==> config.mk <==
export PLATFORM = sky130hd
export DESIGN_NAME = ps2_key_controller
export DESIGN_NICKNAME = d
export VERILOG_FILES = /design/src/rtl/ps2_key_controller_pkg.sv /design/src/rtl/ps2_key_fifo.sv /design/src/rtl/ps2_key_controller.sv
export SDC_FILE = /design/constraint.sdc
export NUM_CORES = 1
export LEC_CHECK = 0
export ABC_AREA = 1
export BUFFER_PORTS_ARGS = -buffer_cell sky130_fd_sc_hd__buf_4
export CAP_MARGIN = 20
export CORE_AREA = 2 2 110 90
export DETAILED_ROUTE_END_ITERATION = 12
export DIE_AREA = 0 0 112 92
export GPL_ROUTABILITY_DRIVEN = 1
export PLACE_DENSITY = 0.63
export SLEW_MARGIN = 20
export SYNTH_ARGS = -nofsm -noshare
export SYNTH_HDL_FRONTEND = slang
export SYNTH_SLANG_ARGS = --single-unit
==> constraint.sdc <==
create_clock -name clk -period 3.2 [get_ports clk]
set_clock_uncertainty 0.2 [all_clocks]
set_input_delay 0.16 -clock clk [delete_from_list [all_inputs] [get_ports clk]]
set_output_delay 0.16 -clock clk [all_outputs]
set_load 0.01 [all_outputs]
==> src/rtl/ps2_key_controller_pkg.sv <==
// Shared definitions for the PS/2 key controller: decoder states,
// protocol byte constants and the 10-bit key event record.
package ps2_key_controller_pkg;

  typedef enum logic [1:0] {
    WAIT_CODE = 2'd0,
    AFTER_E0  = 2'd1,
    AFTER_F0  = 2'd2
  } dec_state_t;

  localparam logic [7:0] BYTE_E0 = 8'hE0;  // extended-key prefix
  localparam logic [7:0] BYTE_F0 = 8'hF0;  // break (release) prefix
  localparam logic [7:0] BYTE_FA = 8'hFA;  // acknowledge
  localparam logic [7:0] BYTE_AA = 8'hAA;  // self-test passed
  localparam logic [7:0] BYTE_EE = 8'hEE;  // echo response
  localparam logic [7:0] BYTE_E1 = 8'hE1;  // pause-key prefix, not decoded
  localparam logic [7:0] BYTE_00 = 8'h00;  // keyboard error / buffer overrun
  localparam logic [7:0] BYTE_FF = 8'hFF;  // keyboard error / buffer overrun

  typedef struct packed {
    logic [7:0] code;
    logic       ext;
    logic       brk;
  } key_event_t;

  // Bytes the keyboard sends to report an internal error.
  function automatic logic is_error_byte(input logic [7:0] b);
    return (b == BYTE_00) || (b == BYTE_FF);
  endfunction

  // Status/response bytes that never form part of a key event.
  function automatic logic is_status_byte(input logic [7:0] b);
    return (b == BYTE_FA) || (b == BYTE_AA) || (b == BYTE_EE) || (b == BYTE_E1);
  endfunction

endpackage

==> src/rtl/ps2_key_fifo.sv <==
// Small first-word-fall-through FIFO of key events. The head entry is
// visible on dout whenever empty is low; a push to a full FIFO is only
// accepted when a pop frees the head slot in the same cycle.
module ps2_key_fifo
  import ps2_key_controller_pkg::*;
#(
  parameter int DEPTH = 4
) (
  input  logic                       clk,
  input  logic                       reset,
  input  logic                       push,
  input  logic                       pop,
  input  key_event_t                 din,
  output key_event_t                 dout,
  output logic                       full,
  output logic                       empty,
  output logic [$clog2(DEPTH):0]     count
);

  localparam int AW = $clog2(DEPTH);
  localparam int CW = AW + 1;
  localparam logic [CW-1:0] DEPTH_C = CW'(DEPTH);

  key_event_t          mem_reg [DEPTH];
  logic [AW-1:0]       wr_ptr_reg;
  logic [AW-1:0]       rd_ptr_reg;
  logic [CW-1:0]       count_reg;
  logic                do_push;
  logic                do_pop;

  assign full    = (count_reg == DEPTH_C);
  assign empty   = (count_reg == '0);
  assign count   = count_reg;
  assign do_pop  = pop && !empty;
  assign do_push = push && (!full || do_pop);
  assign dout    = mem_reg[rd_ptr_reg];

  // Storage array: written on accepted pushes, no reset needed.
  always_ff @(posedge clk) begin
    if (do_push) begin
      mem_reg[wr_ptr_reg] <= din;
    end
  end

  // Pointer and occupancy bookkeeping; pointers wrap naturally (power-of-two depth).
  always_ff @(posedge clk or posedge reset) begin
    if (reset) begin
      wr_ptr_reg <= '0;
      rd_ptr_reg <= '0;
      count_reg  <= '0;
    end else begin
      if (do_push) wr_ptr_reg <= wr_ptr_reg + 1'b1;
      if (do_pop)  rd_ptr_reg <= rd_ptr_reg + 1'b1;
      case ({do_push, do_pop})
        2'b10:   count_reg <= count_reg + 1'b1;
        2'b01:   count_reg <= count_reg - 1'b1;
        default: count_reg <= count_reg;
      endcase
    end
  end

endmodule

==> src/rtl/ps2_key_controller.sv <==
// PS/2 scan-code set 2 decoder: folds E0/F0 prefixes into single key
// events, flags keyboard errors and stalled sequences, and buffers the
// events for a ready/valid consumer.
module ps2_key_controller
  import ps2_key_controller_pkg::*;
#(
  parameter int FIFO_DEPTH     = 4,
  parameter int TIMEOUT_CYCLES = 2_000_000
) (
  input  logic       clk,
  input  logic       reset,
  input  logic       rx_done_tick,
  input  logic [7:0] rx_data,
  output logic       rx_en,
  output logic       key_valid,
  input  logic       key_ready,
  output logic [7:0] key_code,
  output logic       key_ext,
  output logic       key_break,
  output logic       overflow_tick,
  output logic       error_tick
);

  localparam int CW = $clog2(FIFO_DEPTH) + 1;
  localparam logic [CW-1:0] RX_EN_LIMIT  = CW'(FIFO_DEPTH - 1);
  localparam logic [31:0]   TIMEOUT_LAST = 32'(TIMEOUT_CYCLES - 1);

  dec_state_t     state_reg, state_next;
  logic           ext_reg, ext_next;
  logic           brk_reg, brk_next;
  logic [31:0]    idle_cnt_reg, idle_cnt_next;
  logic           err_reg, err_next;
  logic           ovf_reg;
  logic           rx_en_reg;

  logic           push;
  key_event_t     push_ev;
  logic           pop;
  key_event_t     head;
  logic           fifo_full;
  logic           fifo_empty;
  logic [CW-1:0]  fifo_count;

  // Decoder next-state: byte handling first, then the mid-sequence timeout.
  always_comb begin
    state_next    = state_reg;
    ext_next      = ext_reg;
    brk_next      = brk_reg;
    err_next      = 1'b0;
    push          = 1'b0;
    push_ev       = '0;
    idle_cnt_next = (state_reg == WAIT_CODE) ? '0 : idle_cnt_reg + 32'd1;
    if (rx_done_tick) begin
      idle_cnt_next = '0;
      case (state_reg)
        WAIT_CODE: begin
          if (is_error_byte(rx_data)) begin
            err_next = 1'b1;
          end else if (rx_data == BYTE_E0) begin
            ext_next   = 1'b1;
            state_next = AFTER_E0;
          end else if (rx_data == BYTE_F0) begin
            brk_next   = 1'b1;
            state_next = AFTER_F0;
          end else if (!is_status_byte(rx_data)) begin
            push         = 1'b1;
            push_ev.code = rx_data;
          end
        end
        AFTER_E0: begin
          if (is_error_byte(rx_data)) begin
            err_next   = 1'b1;
            ext_next   = 1'b0;
            brk_next   = 1'b0;
            state_next = WAIT_CODE;
          end else if (rx_data == BYTE_F0) begin
            brk_next   = 1'b1;
            state_next = AFTER_F0;
          end else begin
            push         = 1'b1;
            push_ev.code = rx_data;
            push_ev.ext  = 1'b1;
            ext_next     = 1'b0;
            brk_next     = 1'b0;
            state_next   = WAIT_CODE;
          end
        end
        AFTER_F0: begin
          if (is_error_byte(rx_data)) begin
            err_next = 1'b1;
          end else begin
            push         = 1'b1;
            push_ev.code = rx_data;
            push_ev.ext  = ext_reg;
            push_ev.brk  = 1'b1;
          end
          ext_next   = 1'b0;
          brk_next   = 1'b0;
          state_next = WAIT_CODE;
        end
        default: begin
          ext_next   = 1'b0;
          brk_next   = 1'b0;
          state_next = WAIT_CODE;
        end
      endcase
    end else if ((state_reg != WAIT_CODE) && (idle_cnt_reg == TIMEOUT_LAST)) begin
      // The keyboard stalled mid-sequence: abandon the partial code.
      err_next      = 1'b1;
      ext_next      = 1'b0;
      brk_next      = 1'b0;
      idle_cnt_next = '0;
      state_next    = WAIT_CODE;
    end
  end

  // Decoder state, idle counter, status pulses and receive throttle.
  always_ff @(posedge clk or posedge reset) begin
    if (reset) begin
      state_reg    <= WAIT_CODE;
      ext_reg      <= 1'b0;
      brk_reg      <= 1'b0;
      idle_cnt_reg <= '0;
      err_reg      <= 1'b0;
      ovf_reg      <= 1'b0;
      rx_en_reg    <= 1'b0;
    end else begin
      state_reg    <= state_next;
      ext_reg      <= ext_next;
      brk_reg      <= brk_next;
      idle_cnt_reg <= idle_cnt_next;
      err_reg      <= err_next;
      ovf_reg      <= push && fifo_full && !pop;
      // Throttle one entry early so a frame already in flight still fits.
      rx_en_reg    <= (fifo_count < RX_EN_LIMIT);
    end
  end

  assign pop = key_ready && !fifo_empty;

  ps2_key_fifo #(
    .DEPTH (FIFO_DEPTH)
  ) u_fifo (
    .clk   (clk),
    .reset (reset),
    .push  (push),
    .pop   (pop),
    .din   (push_ev),
    .dout  (head),
    .full  (fifo_full),
    .empty (fifo_empty),
    .count (fifo_count)
  );

  // Head fields read as zero while nothing is buffered (including after reset).
  assign key_valid     = !fifo_empty;
  assign key_code      = fifo_empty ? 8'h00 : head.code;
  assign key_ext       = !fifo_empty && head.ext;
  assign key_break     = !fifo_empty && head.brk;
  assign overflow_tick = ovf_reg;
  assign error_tick    = err_reg;
  assign rx_en         = rx_en_reg;

endmodule

==> results of run 1 <==
-- metrics by stage --
step	util	instance area (sq um)	setup slack (ns)	instances	hold WS (ns)
final	0.550	5160	0.498	689	0.0488
after global routing	0.550	5160	0.296	689	0.0637
after CTS	0.547	5130	0.476	688	0.0428
after detailed placement	0.515	4830	0.487	670	0.200
after global placement	0.515	4830	0.616	670	0.193
after floorplan	-	4510	0.767	532	0.198
-- worst paths after layout --
check / end / slack (ns) / depth (start not counted)
setup / recovery: u_fifo.count[2]$_DFFE_PP0P_ / 0.50 / 13
hold / removal: u_fifo.mem_reg[0][3]$_DFFE_PP_ / 0.05 / 3
setup reg to reg: u_fifo.count[2]$_DFFE_PP0P_ / 0.50 / 13
hold reg to reg: rx_en$_DFF_PP0_ / 0.26 / 1
max in group asynchronous: u_fifo.wr_ptr_reg[1]$_DFFE_PP0P_ / 2.10 / 4
min in group asynchronous: idle_cnt_reg[3]$_DFF_PP0_ / 0.21 / 3
-- power by group through the flow --
| stage | Clock (mW) | Combinational (mW) | Sequential [mW] |
|---|---|---|---|
| after floorplan | 0 | 0.660 | 1.39 |
| after global placement | 0 | 0.995 | 1.41 |
| after detailed placement | 0 | 1.02 | 1.42 |
| after CTS | 0.997 | 1.03 | 1.40 |
| after global routing | 1.05 | 1.15 | 1.42 |
| final | 0.973 | 1.02 | 1.40 |
-- placed cells by master (no fill, tap or decap) --
cell type,n
nand3_1,24
dfrtp_1,45
buf_4,30
nand4_1,13
nand2_1,86
nor3_2,3
a21oi_1,15
clkbuf_16,9
o21ai_0,28
nand3b_1,3
xor2_1,22
clkbuf_1,2
buf_16,1
or2_2,1
ha_1,10
nor4_1,2
fa_1,1
nor3b_1,2
nor3_1,23
nor3_4,2
xnor2_1,4
dlygate4sd3_1,2
a21o_1,1
edfxtp_1,40
nand3_4,2
inv_2,1
nor2_1,133
clkinvlp_4,1
clkbuf_8,2
inv_4,1
nand2_2,1
clkinv_2,1
nand3_2,1
nor2_2,1
inv_1,57
-- worst max-delay path, stage by stage, from the launching register on --
cell,delay (ns)
dfrtp_1,0.39
inv_1,0.08
ha_1,0.24
inv_1,0.20
nor2_1,0.10
nand3_1,0.13
nand2_2,0.11
nand3_4,0.11
ha_1,0.16
inv_1,0.07
fa_1,0.38
a21oi_1,0.15
o21ai_0,0.11
xor2_1,0.16
-- per-layer routing --
metal	GRT usage	part of all wire
met2	0.301	0.40
met3	0.0482	0.061
met5	0	0
met4	0.0579	0.0094
met1	0.340	0.53
-- kinds of logic (layout without fill, tap and decap cells) --
kind of cell / after synthesis / in the layout
compound gates: 44 / 44
buf+inv: 69 / 107
xor+xnor: 26 / 26
flops: 85 / 85
simple gates: 297 / 297
fa+ha+maj: 11 / 11
-- layout make-up --
class	instances	area (sq um)	share of cell area
sequential	85	2330	0.451
multi-input combinational	378	1910	0.371
timing repair buffer	33	273	0.0529
clock buffer	13	260	0.0505
inverter	58	218	0.0422
tap	119	149	0.0289
clock inverter	3	18.8	0.00364
-- timing repair --
| action | 4_1_cts | 5_1_grt |
|---|---|---|
| buffers inserted | 0 | 0 |
| endpoints found under the hold margin | 50 | 0 |
| hold buffers | 2 | 0 |
==> flow_summary.json, run 1 <==
{
  "status": "finished clean",
  "die_area_sq_um": 10300,
  "wirelength_um": 10300,
  "grt_use_total": 0.216,
  "netlist.area_leader.share": 0.267,
  "synth.most_common_cell": "nor2_1",
  "overflow": 0,
  "ys_ff_latch": 85,
  "period_share": 0.844,
  "hold_class": "input pin to flop",
  "crit_path_end_kind": "flop",
  "synth_edf_count": 40,
  "setup.worst_path.start_class": "flop",
  "synth_simple_gate_area_share": 0.292,
  "fin_setup_tns_ns": 0,
  "syn-cell-area_sq_um": 4510,
  "r2r-start": "state_reg[0]$_DFFE_PP0P_",
  "gp_congestion": 0.937,
  "grt_pass1_wl_um": 17200,
  "cts_resized": 0,
  "min_from": "rx_data[1]",
  "synth_area_leaders": "edfxtp_1 (27%), dfrtp_1 (25%), nor2_1 (11%)",
  "min_period_ns": 2.70,
  "cp_max_fo": 7,
  "tightestPinTransition_ns": 0.689,
  "relSlewSlack": 0.537,
  "routedWlPerCell_um": 14.9,
  "setup_viol": 0,
  "maxSlewViolCount": 0,
  "io_pins": 26,
  "crit_arrival_ns": 2.72,
  "finalHoldViolCount": 0,
  "synth-compound-area-share": 0.0494,
  "rsz0062_at_grt": "no",
  "drive_above_1_share": 0.100,
  "worstSetupPathType": "flop to flop",
  "grt_pass1_vias": 3343,
  "cts_buffer_depth": 2,
  "required_ns": 3.22,
  "insertion_delay_ns": 0.34,
  "vias": 3549,
  "synth_top_family_by_area": "simple AND/OR/NAND/NOR gates",
  "yosys.area.top_type": "edfxtp_1",
  "antenna_found_initial": 0,
  "synth_fa_ha_area_frac": 0.0322,
  "post_drt_via_cell_ratio": 5.15,
  "synth_flop_cell": "dfrtp_1",
  "hpwlAfterDp_um": 7670,
  "cts.sinks": 85,
  "synth.net_count": 555,
  "maxCapViolCount": 0,
  "fillCellCount": 877,
  "ys_warn_count": 0,
  "final_nets": 588,
  "pwr-share-seq": 0.413,
  "ys_types": 29,
  "largest_register_ffs": 40,
  "initial_utilization": 0.481,
  "synthArstFlopShare": 0.529,
  "power_density_nw_per_um2": 657,
  "coreArea_sq_um": 9370,
  "drt-pass1-iter-count": 5,
  "synthMuxAreaShare": 0,
  "combPwrFrac": 0.300,
  "avgSynthCellArea_sq_um": 8.47,
  "fp-row-count": 32,
  "htreeDepth": 3,
  "swShare": 0.328,
  "drtIter0Drc": 305,
  "yosysSeqAreaShare": 0.516,
  "netlist_top_cells_count": "nor2_1 (133), nand2_1 (86), inv_1 (58), dfrtp_1 (45), edfxtp_1 (40)",
  "switchingPower_mw": 1.11,
  "antenna_cells": 0,
  "synthXorXnorAreaFrac": 0.0505,
  "clkPwrFrac": 0.287,
  "cts.reportedPaths.clkPinSlew_ns": 0.06,
  "clock.fmax_ghz": 0.370,
  "die_width_um": 112,
  "root_buffer": "clkbuf_16",
  "final_antenna_net_count": 0,
  "synth_cells": 532,
  "p_leak_nw": 2.12,
  "fp.dieH_um": 92,
  "grt_max_degree": 46,
  "crit_start": "state_reg[0]$_DFFE_PP0P_",
  "finalPower_mw": 3.39,
  "peakVddDrop_v": 0.000409,
  "cts_tree": "built",
  "p_int_mw": 2.28,
  "io_buffer_count": 25,
  "numCtsBuffers": 9,
  "syn2layout_area_growth_pct": 14.4,
  "drc": 0
}
Power figures use the tool's default switching activity.
==> inputs of run 2 (changes only) <==
--- a/config.mk
+++ b/config.mk
@@ -12,7 +12,7 @@
 export DETAILED_ROUTE_END_ITERATION = 12
 export DIE_AREA = 0 0 112 92
 export GPL_ROUTABILITY_DRIVEN = 1
-export PLACE_DENSITY = 0.63
+export PLACE_DENSITY = 0.66
 export SLEW_MARGIN = 20
 export SYNTH_ARGS = -nofsm -noshare
 export SYNTH_HDL_FRONTEND = slang
==> constraint.sdc (replaced) <==
create_clock -name clk -period 2.25 [get_ports clk]
set_clock_uncertainty 0.2 [all_clocks]
set_input_delay 0.1125 -clock clk [delete_from_list [all_inputs] [get_ports clk]]
set_output_delay 0.1125 -clock clk [all_outputs]
set_load 0.01 [all_outputs]
==> flow_summary.json, run 2 (synthesized netlist as in run 1, its figures left out) <==
{
  "maxCapViolCount": 0,
  "hpwlAfterDp_um": 7330,
  "clkPwrFrac": 0.290,
  "htreeDepth": 3,
  "drive_above_1_share": 0.200,
  "cts.reportedPaths.clkPinSlew_ns": 0.07,
  "gp_congestion": 0.961,
  "antenna_found_initial": 0,
  "highest-signal-layer": "met4",
  "post_drt_via_cell_ratio": 5.12,
  "finalPower_mw": 5.23,
  "power_density_nw_per_um2": 933,
  "cts.sinks": 85,
  "grt_use_total": 0.213,
  "finalHoldViolCount": 0,
  "final_common_cell": "nor2_1",
  "grt_pass1_vias": 3480,
  "final_antenna_net_count": 0,
  "setup_viol": 2,
  "coreArea_sq_um": 9370,
  "status": "finished with violations",
  "drc": 0,
  "tightestPinTransition_ns": 0.575,
  "min_period_ns": 2.35,
  "p_leak_nw": 2.33,
  "crit_arrival_ns": 2.38,
  "layout_common_cells": "nor2_1 (125), nand2_1 (86), buf_4 (67), inv_1 (51), dfrtp_1 (44)",
  "numCtsBuffers": 9,
  "r2r-start": "state_reg[1]$_DFFE_PP0P_",
  "cts_buffer_depth": 2,
  "swShare": 0.331,
  "fp.dieH_um": 92,
  "worstSetupPathType": "flop to flop",
  "cts_tree": "built",
  "antenna_cells": 0,
  "met1_length_um": 5340,
  "drtIter0Drc": 275,
  "p_int_mw": 3.50,
  "setup_ws_ns": -0.0998,
  "insertion_delay_ns": 0.34,
  "switchingPower_mw": 1.73,
  "min_from": "key_ready",
  "failed_checks": "negative setup slack",
  "wirelength_um": 10700,
  "maxSlewViolCount": 0,
  "clock.fmax_ghz": 0.426,
  "io_buffer_count": 25,
  "required_ns": 2.28,
  "drt-pass1-iter-count": 5,
  "rsz0062_at_grt": "yes",
  "vias": 3727,
  "io_pins": 26,
  "fillCellCount": 783,
  "grt_pass1_wl_um": 17000,
  "reg2regPathDepth": 13,
  "crit_path_end_kind": "flop",
  "die_width_um": 112,
  "hold_class": "input pin to flop",
  "final_nets": 627,
  "peakVddDrop_v": 0.000780,
  "combPwrFrac": 0.336,
  "routedWlPerCell_um": 14.7,
  "grt_max_degree": 46,
  "die_area_sq_um": 10300,
  "fp-row-count": 32,
  "pwr-share-seq": 0.374,
  "initial_utilization": 0.481,
  "relSlewSlack": 0.616,
  "crit_start": "state_reg[1]$_DFFE_PP0P_",
  "wl_met2_um": 4500,
  "overflow": 0,
  "setup.worst_path.start_class": "flop",
  "period_share": 1.04,
  "fin_util": 0.598,
  "syn2layout_area_growth_pct": 24.3,
  "root_buffer": "clkbuf_16",
  "largest_register_ffs": 40,
  "cp_max_fo": 3,
  "met3_length_um": 677,
  "worstHoldPathCells": 4
}
run 2: cell types whose count changed in the layout (fill, tap and decap cells not counted), sizes merged:
cell / delta
buf: +39
bufinv: +1
clkbuf: -4
clkinvlp: +1
inv: +2
run 2: area by class of cell:
| class | instances | area, sq um | share of cell area |
|---|---|---|---|
| sequential | 85 | 2330 | 0.415 |
| multi-input combinational | 378 | 2030 | 0.362 |
| timing repair buffer | 72 | 566 | 0.101 |
| clock buffer | 9 | 225 | 0.0402 |
| inverter | 58 | 225 | 0.0402 |
| tap | 119 | 149 | 0.0266 |
| clock inverter | 7 | 82.6 | 0.0147 |
run 2: path summary, 6_finish.rpt:
| kind | end | slack [ns] |
|---|---|---|
| max | u_fifo.count[2]$_DFFE_PP0P_ | -0.1 |
| min reg2reg | rx_en$_DFF_PP0_ | 0.26 |
| min in group asynchronous | idle_cnt_reg[10]$_DFF_PP0_ | 0.28 |
| min | overflow_tick$_DFF_PP0_ | 0.03 |
| max in group asynchronous | state_reg[0]$_DFFE_PP0P_ | 1.16 |
| max reg2reg | u_fifo.count[2]$_DFFE_PP0P_ | -0.1 |
run 2: worst max-delay path, stage by stage, from the launching register on:
cell,delay [ns]
dfrtp_1,0.44
inv_2,0.10
ha_4,0.17
inv_4,0.06
nor2_4,0.04
nor2_4,0.11
nand2_2,0.09
nand3_4,0.11
ha_4,0.14
inv_4,0.04
fa_2,0.36
a21oi_2,0.16
o21ai_2,0.07
xor2_1,0.14
run 2: through the flow:
| step | instances | instance area, sq um | TNS [ns] | setup WS, ns | hold slack [ns] |
|---|---|---|---|---|---|
| finish | 728 | 5600 | -0.102 | -0.0998 | 0.0264 |
| global route | 728 | 5600 | -0.841 | -0.194 | 0.0667 |
| CTS | 723 | 5460 | -0.00922 | -0.00922 | 0.0196 |
| detailed placement | 699 | 5060 | -0.238 | -0.150 | 0.108 |
| global placement | 699 | 5060 | -0.128 | -0.104 | 0.0980 |
| floorplan | 532 | 4510 | -0.0145 | -0.00926 | 0.151 |
run 2: power by group through the flow:
stage | Sequential, mW | Combinational [mW] | Clock (mW)
global route | 1.98 | 1.96 | 1.60
floorplan | 1.98 | 0.947 | 0
global placement | 1.97 | 1.57 | 0
CTS | 1.95 | 1.68 | 1.55
finish | 1.95 | 1.76 | 1.51
detailed placement | 1.98 | 1.61 | 0
run 2: routing by layer:
layer / vias to the layer above / track usage
met1: 1712 / 0.322
met5: - / 0
met4: 0 / 0.0732
li1: 1869 / -
met3: 16 / 0.0496
met2: 130 / 0.299
run 2: repair_timing:
action / CTS / global route
hold buffers: 2 / 0
buffers inserted: 6 / 5
pin swaps: 4 / 10
setup endpoints to repair: 2 / 58
gates resized for setup: 9 / 26
endpoints found under the hold margin: 51 / 0
==> inputs of run 3 (changes only) <==
--- a/config.mk
+++ b/config.mk
@@ -5,12 +5,11 @@
 export SDC_FILE = /design/constraint.sdc
 export NUM_CORES = 1
 export LEC_CHECK = 0
-export ABC_AREA = 1
 export BUFFER_PORTS_ARGS = -buffer_cell sky130_fd_sc_hd__buf_4
 export CAP_MARGIN = 20
-export CORE_AREA = 2 2 110 90
+export CORE_AREA = 2 2 104 86
 export DETAILED_ROUTE_END_ITERATION = 12
-export DIE_AREA = 0 0 112 92
+export DIE_AREA = 0 0 106 88
 export GPL_ROUTABILITY_DRIVEN = 1
 export PLACE_DENSITY = 0.66
 export SLEW_MARGIN = 20
==> flow_summary.json, run 3 <==
{
  "status": "finished with violations",
  "failed_checks": "negative setup slack",
  "syn2layout_area_growth_pct": 32.8,
  "fp.dieH_um": 88,
  "cts.sinks": 85,
  "rsz0062_at_grt": "yes",
  "period_share": 1.09,
  "final_antenna_net_count": 0,
  "io_buffer_count": 25,
  "postPlaceCellArea_sq_um": 4800,
  "min_period_ns": 2.45,
  "ys_ff_latch": 85,
  "synthArstFlopShare": 0.529,
  "root_buffer": "clkbuf_8",
  "maxSlewViolCount": 0,
  "peakVddDrop_v": 0.000517,
  "largest_register_ffs": 40,
  "ys_types": 41,
  "setup_ws_ns": -0.197,
  "crit_arrival_ns": 2.53,
  "synth.most_common_cell": "dfrtp_1",
  "synth.net_count": 350,
  "cts_buffer_depth": 2,
  "numCtsBuffers": 9,
  "grt_max_degree": 21,
  "io_pins": 26,
  "yosysSeqAreaShare": 0.578,
  "htreeDepth": 3,
  "gp_congestion": 0.805,
  "power_density_nw_per_um2": 963,
  "fin_setup_tns_ns": -0.499,
  "required_ns": 2.33,
  "tightestPinTransition_ns": 0.496,
  "grt_use_total": 0.200,
  "insertion_delay_ns": 0.36,
  "worstSetupPathType": "flop to flop",
  "routedWlPerCell_um": 16.1,
  "die_area_sq_um": 9330,
  "netlist_top_cells_count": "dfrtp_1 (45), edfxtp_1 (40), nor2_1 (38), nand2_1 (24), xor2_1 (22)",
  "cp_max_fo": 3,
  "relSlewSlack": 0.670,
  "drtIter0Drc": 131,
  "synth_flop_cell": "dfrtp_1",
  "yosys.area.top_type": "edfxtp_1",
  "drt-pass1-iter-count": 4,
  "antenna_cells": 0,
  "initial_utilization": 0.485,
  "grt_pass1_wl_um": 14300,
  "setup.worst_path.start_class": "flop",
  "setup_viol": 7,
  "finalHoldViolCount": 0,
  "netlist.area_leader.share": 0.299,
  "hold_class": "input pin to async pin",
  "layout_common_cells": "buf_4 (89), dfrtp_1 (45), edfxtp_1 (40), nor2_1 (33)",
  "final_common_cell": "buf_4",
  "fp-row-count": 30,
  "drc": 0,
  "finalInstanceArea_sq_um": 5350,
  "cts.reportedPaths.clkPinSlew_ns": 0.10,
  "maxCapViolCount": 0,
  "cts_tree": "built",
  "final_nets": 458,
  "die_width_um": 106,
  "ys_warn_count": 0,
  "crit_path_end_kind": "flop",
  "coreArea_sq_um": 8300,
  "hpwlAfterDp_um": 5690,
  "avgSynthCellArea_sq_um": 12.3,
  "clock.fmax_ghz": 0.409,
  "fillCellCount": 643,
  "synth_cells": 327,
  "p_leak_nw": 2.24,
  "drive_above_1_share": 0.370,
  "syn-cell-area_sq_um": 4020,
  "wirelength_um": 8870,
  "grt_pass1_vias": 2853,
  "post_drt_via_cell_ratio": 5.22,
  "fin_util": 0.644,
  "synth_edf_count": 40,
  "overflow": 0,
  "synth_area_leaders": "edfxtp_1 (30%), dfrtp_1 (28%), mux4_2 (5.6%)",
  "vias": 2880,
  "antenna_found_initial": 0
}
-- run 3: cell count changes in the layout (fill, tap and decap cells not counted), moves of 9 or more --
cell | before | now
clkbuf_8 | 0 | 9
nor2_1 | 125 | 33
a21oi_1 | 14 | 5
mux4_2 | 0 | 10
o21ai_0 | 26 | 6
nand2_1 | 86 | 22
inv_1 | 51 | 6
and2_1 | 0 | 19
and3_1 | 0 | 9
nor3_1 | 23 | 3
buf_4 | 67 | 89
nand3_1 | 23 | 7
-- run 3: cell type report --
| class | instances | area (sq um) | share of cell area |
|---|---|---|---|
| clock inverter | 7 | 71.3 | 0.0133 |
| inverter | 11 | 43.8 | 0.00819 |
| multi-input combinational | 227 | 1790 | 0.335 |
| timing repair buffer | 101 | 850 | 0.159 |
| clock buffer | 9 | 124 | 0.0232 |
| tap | 112 | 140 | 0.0262 |
| sequential | 85 | 2330 | 0.435 |
-- run 3: repair_timing --
action                                 in CTS  in global routing
setup endpoints to repair                  75                 75
gates resized for setup                    21                 17
endpoints found under the hold margin      51                  0
hold buffers                                5                  0
pin swaps                                   8                  5
buffers inserted                            5                  5
cloned                                      1                  7
-- run 3: final timing paths --
path                                              from                             end  slack [ns]  cells past startpoint
setup / recovery              state_reg[0]$_DFFE_PP0P_     u_fifo.count[2]$_DFFE_PP0P_       -0.20                     12
max in group asynchronous                        reset        state_reg[0]$_DFFE_PP0P_        1.27                      4
hold / removal                                   reset                 rx_en$_DFF_PP0_        0.02                      3
min in group clk                            rx_data[7]  u_fifo.mem_reg[3][9]$_DFFE_PP_        0.04                      3
hold reg to reg            u_fifo.count[2]$_DFFE_PP0P_                 rx_en$_DFF_PP0_        0.33                      2
setup reg to reg              state_reg[0]$_DFFE_PP0P_     u_fifo.count[2]$_DFFE_PP0P_       -0.20                     12
-- run 3: cells by family after synthesis --
kind of cell | after synthesis | synth area share
AND/OR/NAND/NOR | 144 | 0.196
flip-flops | 85 | 0.578
XOR/XNOR | 34 | 0.0740
AO/OA/AOI/OAI | 22 | 0.0339
buffers and inverters | 19 | 0.0193
multiplexers | 12 | 0.0625
adder cells (fa/ha/maj) | 11 | 0.0361
-- run 3: critical path, cell delays in order, from the launching register on --
cell	delay [ns]
dfrtp_1	0.42
inv_2	0.08
ha_2	0.19
nand2b_1	0.15
a22oi_2	0.23
nor3b_4	0.07
inv_1	0.06
ha_2	0.17
inv_2	0.04
fa_2	0.34
xor2_1	0.16
nor2_1	0.10
xor2_1	0.15
-- run 3: report_power, final --
group | total, mW | switching, mW | leakage [nW] | internal, mW
combinational | 2.06 | 0.940 | 1.15 | 1.12
clock | 1.07 | 0.627 | 0.102 | 0.440
sequential | 2.02 | 0.120 | 0.982 | 1.90
total | 5.15 | 1.69 | 2.24 | 3.46
-- run 3: layer usage --
layer / up-vias / part of all wire / GRT usage
li1: 1391 / - / -
met1: 1427 / 0.50 / 0.280
met2: 56 / 0.46 / 0.323
met3: 6 / 0.037 / 0.0372
met4: 0 / 0.0092 / 0.0658
met5: - / 0 / 0
-- run 3: metrics by stage --
step / cells / worst slack [ns] / total power, mW / hold slack [ns]
after global placement: 515 / -0.396 / 3.70 / -0.132
after global routing: 552 / -0.340 / 5.43 / 0.0583
after CTS: 542 / -0.189 / 4.98 / 0.0227
after detailed placement: 515 / -0.447 / 3.75 / -0.133
after floorplan: 327 / -0.268 / 3.06 / 0.0211
final: 552 / -0.197 / 5.15 / 0.0239
